$ cat config.mk
export PLATFORM = sky130hd
export DESIGN_NAME = mem_bus_arbiter
export DESIGN_NICKNAME = d
export VERILOG_FILES = /design/src/rtl/mem_bus_arbiter.sv
export SDC_FILE = /design/constraint.sdc
export NUM_CORES = 1
export LEC_CHECK = 0
export BUFFER_PORTS_ARGS = -buffer_cell sky130_fd_sc_hd__buf_2
export CORE_ASPECT_RATIO = 1.2
export CORE_MARGIN = 2
export CORE_UTILIZATION = 48
export DETAILED_ROUTE_END_ITERATION = 8
export PLACE_DENSITY_LB_ADDON = 0.3
export SLEW_MARGIN = 0
export SYNTH_ARGS = -nofsm -noshare
export SYNTH_HDL_FRONTEND = slang
export SYNTH_SLANG_ARGS = --single-unit
export TNS_END_PERCENT = 30
$ cat constraint.sdc
create_clock -name clk -period 4.17 [get_ports clk]
set_input_delay 0.417 -clock clk [delete_from_list [all_inputs] [get_ports clk]]
set_output_delay 0.417 -clock clk [all_outputs]
set_load 0.05 [all_outputs]
$ cat src/rtl/mem_bus_arbiter.sv
// mem_bus_arbiter: shares one single-port memory bus between the fetch and data ports
module mem_bus_arbiter #(
  parameter int STARVE_LIMIT = 4,
  parameter int CNT_W = 3
) (
  input  logic        clk,
  input  logic        rst,
  input  logic        flush_i,
  input  logic        if_req_i,
  input  logic [31:0] if_addr_i,
  output logic [31:0] if_rdata_o,
  output logic        if_ack_o,
  output logic        stallreq_from_if,
  input  logic        mem_req_i,
  input  logic        mem_we_i,
  input  logic [3:0]  mem_sel_i,
  input  logic [31:0] mem_addr_i,
  input  logic [31:0] mem_wdata_i,
  output logic [31:0] mem_rdata_o,
  output logic        mem_ack_o,
  output logic        stallreq_from_mem,
  output logic        bus_req_o,
  output logic        bus_we_o,
  output logic [3:0]  bus_sel_o,
  output logic [31:0] bus_addr_o,
  output logic [31:0] bus_wdata_o,
  input  logic [31:0] bus_rdata_i,
  input  logic        bus_ack_i
);
  typedef enum logic [1:0] {IDLE, BUS_IF, BUS_MEM, IF_KILL} state_t;
  localparam logic [CNT_W-1:0] LIMIT = CNT_W'(STARVE_LIMIT);
  state_t state_q, state_d;
  logic [CNT_W-1:0] starve_q, starve_d;
  logic bus_req_q, bus_req_d, bus_we_q, bus_we_d, if_ack_q, if_ack_d, mem_ack_q, mem_ack_d;
  logic [3:0] bus_sel_q, bus_sel_d;
  logic [31:0] bus_addr_q, bus_addr_d, bus_wdata_q, bus_wdata_d;
  logic [31:0] if_rdata_q, if_rdata_d, mem_rdata_q, mem_rdata_d;
  logic if_elig, mem_elig, forced;
  // a request just acknowledged is not re-granted while its req is still high
  assign if_elig = if_req_i & ~if_ack_q;
  assign mem_elig = mem_req_i & ~mem_ack_q;
  assign forced = if_elig & (starve_q == LIMIT) & ~flush_i;
  assign stallreq_from_if = if_req_i & ~if_ack_q;
  assign stallreq_from_mem = mem_req_i & ~mem_ack_q;
  assign if_rdata_o = if_rdata_q;
  assign if_ack_o = if_ack_q;
  assign mem_rdata_o = mem_rdata_q;
  assign mem_ack_o = mem_ack_q;
  assign bus_req_o = bus_req_q;
  assign bus_we_o = bus_we_q;
  assign bus_sel_o = bus_sel_q;
  assign bus_addr_o = bus_addr_q;
  assign bus_wdata_o = bus_wdata_q;
  // arbitration and transfer sequencing; data wins unless the fetch has starved
  always_comb begin
    state_d = state_q;
    starve_d = starve_q;
    bus_req_d = bus_req_q;
    bus_we_d = bus_we_q;
    bus_sel_d = bus_sel_q;
    bus_addr_d = bus_addr_q;
    bus_wdata_d = bus_wdata_q;
    if_rdata_d = if_rdata_q;
    mem_rdata_d = mem_rdata_q;
    if_ack_d = 1'b0;
    mem_ack_d = 1'b0;
    case (state_q)
      IDLE:
        if (mem_elig && !forced) begin
          state_d = BUS_MEM;
          bus_req_d = 1'b1;
          bus_we_d = mem_we_i;
          bus_sel_d = mem_sel_i;
          bus_addr_d = mem_addr_i;
          bus_wdata_d = mem_wdata_i;
        end else if (if_elig && !flush_i) begin
          state_d = BUS_IF;
          bus_req_d = 1'b1;
          bus_we_d = 1'b0;
          bus_sel_d = 4'b1111;
          bus_addr_d = if_addr_i;
          bus_wdata_d = '0;
        end
      BUS_MEM:
        if (bus_ack_i) begin
          state_d = IDLE;
          bus_req_d = 1'b0;
          mem_ack_d = 1'b1;
          mem_rdata_d = bus_rdata_i;
          starve_d = !if_req_i ? '0 : (starve_q == LIMIT) ? LIMIT : starve_q + 1'b1;
        end
      BUS_IF:
        if (flush_i) begin
          state_d = bus_ack_i ? IDLE : IF_KILL;
          bus_req_d = ~bus_ack_i;
          starve_d = '0;
        end else if (bus_ack_i) begin
          state_d = IDLE;
          bus_req_d = 1'b0;
          if_ack_d = 1'b1;
          if_rdata_d = bus_rdata_i;
          starve_d = '0;
        end
      IF_KILL:
        if (bus_ack_i) begin
          state_d = IDLE;
          bus_req_d = 1'b0;
          starve_d = '0;
        end
    endcase
  end
  // state and registered outputs
  always_ff @(posedge clk) begin
    if (rst) begin
      state_q <= IDLE;
      starve_q <= '0;
      bus_req_q <= 1'b0;
      bus_we_q <= 1'b0;
      bus_sel_q <= '0;
      bus_addr_q <= '0;
      bus_wdata_q <= '0;
      if_rdata_q <= '0;
      mem_rdata_q <= '0;
      if_ack_q <= 1'b0;
      mem_ack_q <= 1'b0;
    end else begin
      state_q <= state_d;
      starve_q <= starve_d;
      bus_req_q <= bus_req_d;
      bus_we_q <= bus_we_d;
      bus_sel_q <= bus_sel_d;
      bus_addr_q <= bus_addr_d;
      bus_wdata_q <= bus_wdata_d;
      if_rdata_q <= if_rdata_d;
      mem_rdata_q <= mem_rdata_d;
      if_ack_q <= if_ack_d;
      mem_ack_q <= mem_ack_d;
    end
  end
endmodule

==> impl_metrics.csv <==
group,metric,value,unit
sta,rsz0062_at_grt,"no",
die,ios,277,
sta,tightest_slew,1.23,ns
finish,seqCellArea,2820,um^2
route,ant_nets,0,
finish,multi_input_area,2280,um^2
grt,overflow,0,
sta,setup_violations,0,
pwr,power.density,522,nW/um^2
route,wire_per_inst,15.4,um
clocking,post-cts-setup-buffers,0,
sta,slew_violations,0,
setup_path,critPathSlowestCell,"nor2_2",
die,dieWidth,100,um
pwr,design_power_total,3.85,mW
outcome,status,"finished clean",
clocking,ctsResizeCount,0,
die,fp.dieH,119,um
finish,areaGrowthSynthToFinish,39.0,%
placed_design,portBuffers,276,
grt,grt_pass1_wl,23900,um
sta,setup_tns,0,ns
clocking,htree_num_levels,4,
route,firstDrtPassIters,5,
setup_path,required,4.50,ns
yosys,synth_nets,739,
yosys,async_flop_share,0,%
grt,grt_antenna_before_repair,0,
clocking,postCtsHoldBufs,0,
route,drc,0,
sta,setup_ws,1.74,ns
yosys,synth_area_leaders,"dfxtp_1 53%, nand2_1 14%, a311oi_2 8.2%",
die,core,10900,um^2
grt,gr-usage-all-layers,25.0,%
clocking,insertion_delay,0.40,ns
setup_path,path_class,"reg2reg",
clocking,clockRootBuffer,"clkbuf_16",
placed_design,gp_congestion,0.874,
setup_path,critPathArrivalTime,2.76,ns
route,vias_per_cell,5.26,
yosys,synth_area,5300,um^2
placed_design,post-place-ws,1.70,ns
yosys,yosys_warnings,0,
route,via_count,5251,
clocking,clock_tree.buffer_depth,2,
pwr,vdd_drop_max,0.000257,V
route,wl,15400,um
die,dieArea,11900,um^2
yosys,synth_top_area_share,53.2,%
yosys,yosysSeqAreaShare,53.2,%
job,max_cap_violations,0,
clocking,path_clk_slew,0.06,ns
setup_path,start_kind,"flip-flop",
finish,mostFrequentLayoutCells,"275 x buf_2, 193 x nand2_1, 141 x dfxtp_1, 71 x a21oi_1, 42 x nor2_1",
sta,hold_viol_final,0,
placed_design,dp_hpwl,10800,um
clocking,cts.sinks,141,
setup_path,critPathMaxFanout,33,
pwr,p_leak,3.42,nW
yosys,avgSynthCellArea,8.87,um^2
finish,fillCellCount,939,
setup_path,reg2reg_from,"state_q[1]",
yosys,synth_edf_count,0,
setup_path,worstPathCellList,"nor2_1 -> a21boi_4 -> buf_4 -> nor2_2 -> a22o_1",
route,dr.first_iter.drc_count,222,
finish,drive_above_1_share,40.6,%
clocking,numCtsBuffers,17,
setup_path,end_kind,"flip-flop",
sta,fin_crit,2.43,ns
sta,skew,0.00994,ns
setup_path,startpoint,"state_q[1]",
yosys,syn_inst,598,
die,start_util,48.8,%
sta,period_share,58.2,%
finish,final_common_cell,"buf_2",
yosys,yosysTopAreaCell,"dfxtp_1",
finish,final_area,7370,um^2
yosys,synth-seq-cells,141,
hold_path,min_from,"mem_wdata_i[6]",
die,num_rows,42,
placed_design,post_dp_cell_area,6740,um^2
yosys,ys.flop_type,"dfxtp_1",
finish,antenna_cells,0,
sta,max_freq,412,MHz
grt,grt_max_degree,77,
sta,maxSlewHeadroom,18.0,%
yosys,synth.lib_cells_used.distinct,34,
setup_path,slowest_delay,0.96,ns
finish,nNetsFinal,995,
clocking,cts_tree,"built",
hold_path,hp-class,"in2reg",
grt,grt_pass1_vias,4957,
==> logic make-up (layout without fill, tap and decap cells) <==
family | count (synthesis) | after routing | share of synthesized area [%]
AO/OA/AOI/OAI | 149 | 149 | 22.9
buffers and inverters | 53 | 322 | 4.32
flip-flops | 141 | 141 | 53.2
adder cells (fa/ha/maj) | 2 | 2 | 0.472
AND/OR/NAND/NOR | 253 | 253 | 19.1
==> synth_stat cells (3+ instances only) <==
master,number
clkbuf_1,31
a311oi_1,3
dfxtp_1,141
a22o_1,33
a311oi_2,29
buf_4,4
nor2b_1,4
a21oi_1,71
nor2_1,43
inv_1,5
buf_2,11
nand2_1,193
o22ai_1,5
==> flip-flops by register name (all words and copies together), names as in the netlist <==
| register | flops |
|---|---|
| bus_addr_o | 32 |
| bus_req_o | 1 |
| bus_sel_o | 4 |
| bus_wdata_o | 32 |
| bus_we_o | 1 |
| if_ack_o | 1 |
| if_rdata_o | 32 |
| mem_ack_o | 1 |
| mem_rdata_o | 32 |
| starve_q | 3 |
| state_q | 2 |
==> routing by layer <==
layer  track usage [%]  up-vias  wire (um)
li1                  -     2552          -
met1              29.4     2468       6160
met4              8.82        0        269
met3              6.69       25        976
met5                 0        -          0
met2              43.4      206       7980
==> final timing paths <==
check	endpoint	slack [ns]	cells after the start
min	bus_wdata_o[6]	0.23	2
max	bus_wdata_o[9]	1.74	5
max reg2reg	bus_wdata_o[9]	1.74	5
min reg2reg	mem_rdata_o[9]	0.45	2
==> critical path: cells and delay by family, from the launching register on <==
family | cells | cell delay [ns]
compound gates | 2 | 0.43
buf+inv | 1 | 0.24
flops | 1 | 0.57
simple gates | 2 | 1.10
==> layout make-up <==
cell class / count / area share (%)
sequential: 141 / 38.3
multi-input combinational: 404 / 31.0
timing repair buffer: 285 / 19.7
clock buffer: 20 / 6.06
clock inverter: 12 / 2.49
tap: 132 / 2.24
inverter: 5 / 0.255
==> stage by stage <==
step / utilization, % / cells / hold slack (ns)
after floorplan: - / 598 / 0.480
after global placement: 62.0 / 967 / 0.439
after detailed placement: 62.0 / 967 / 0.443
after CTS: 67.8 / 999 / 0.212
after global routing: 67.8 / 999 / 0.210
final: 67.8 / 999 / 0.228
==> power breakdown <==
part | internal, mW | total, mW | switching (mW)
Combinational | 0.213 | 0.761 | 0.548
Sequential | 1.44 | 1.49 | 0.0535
Clock | 1.02 | 1.60 | 0.574
No activity file was read; power rests on OpenSTA's default activity.
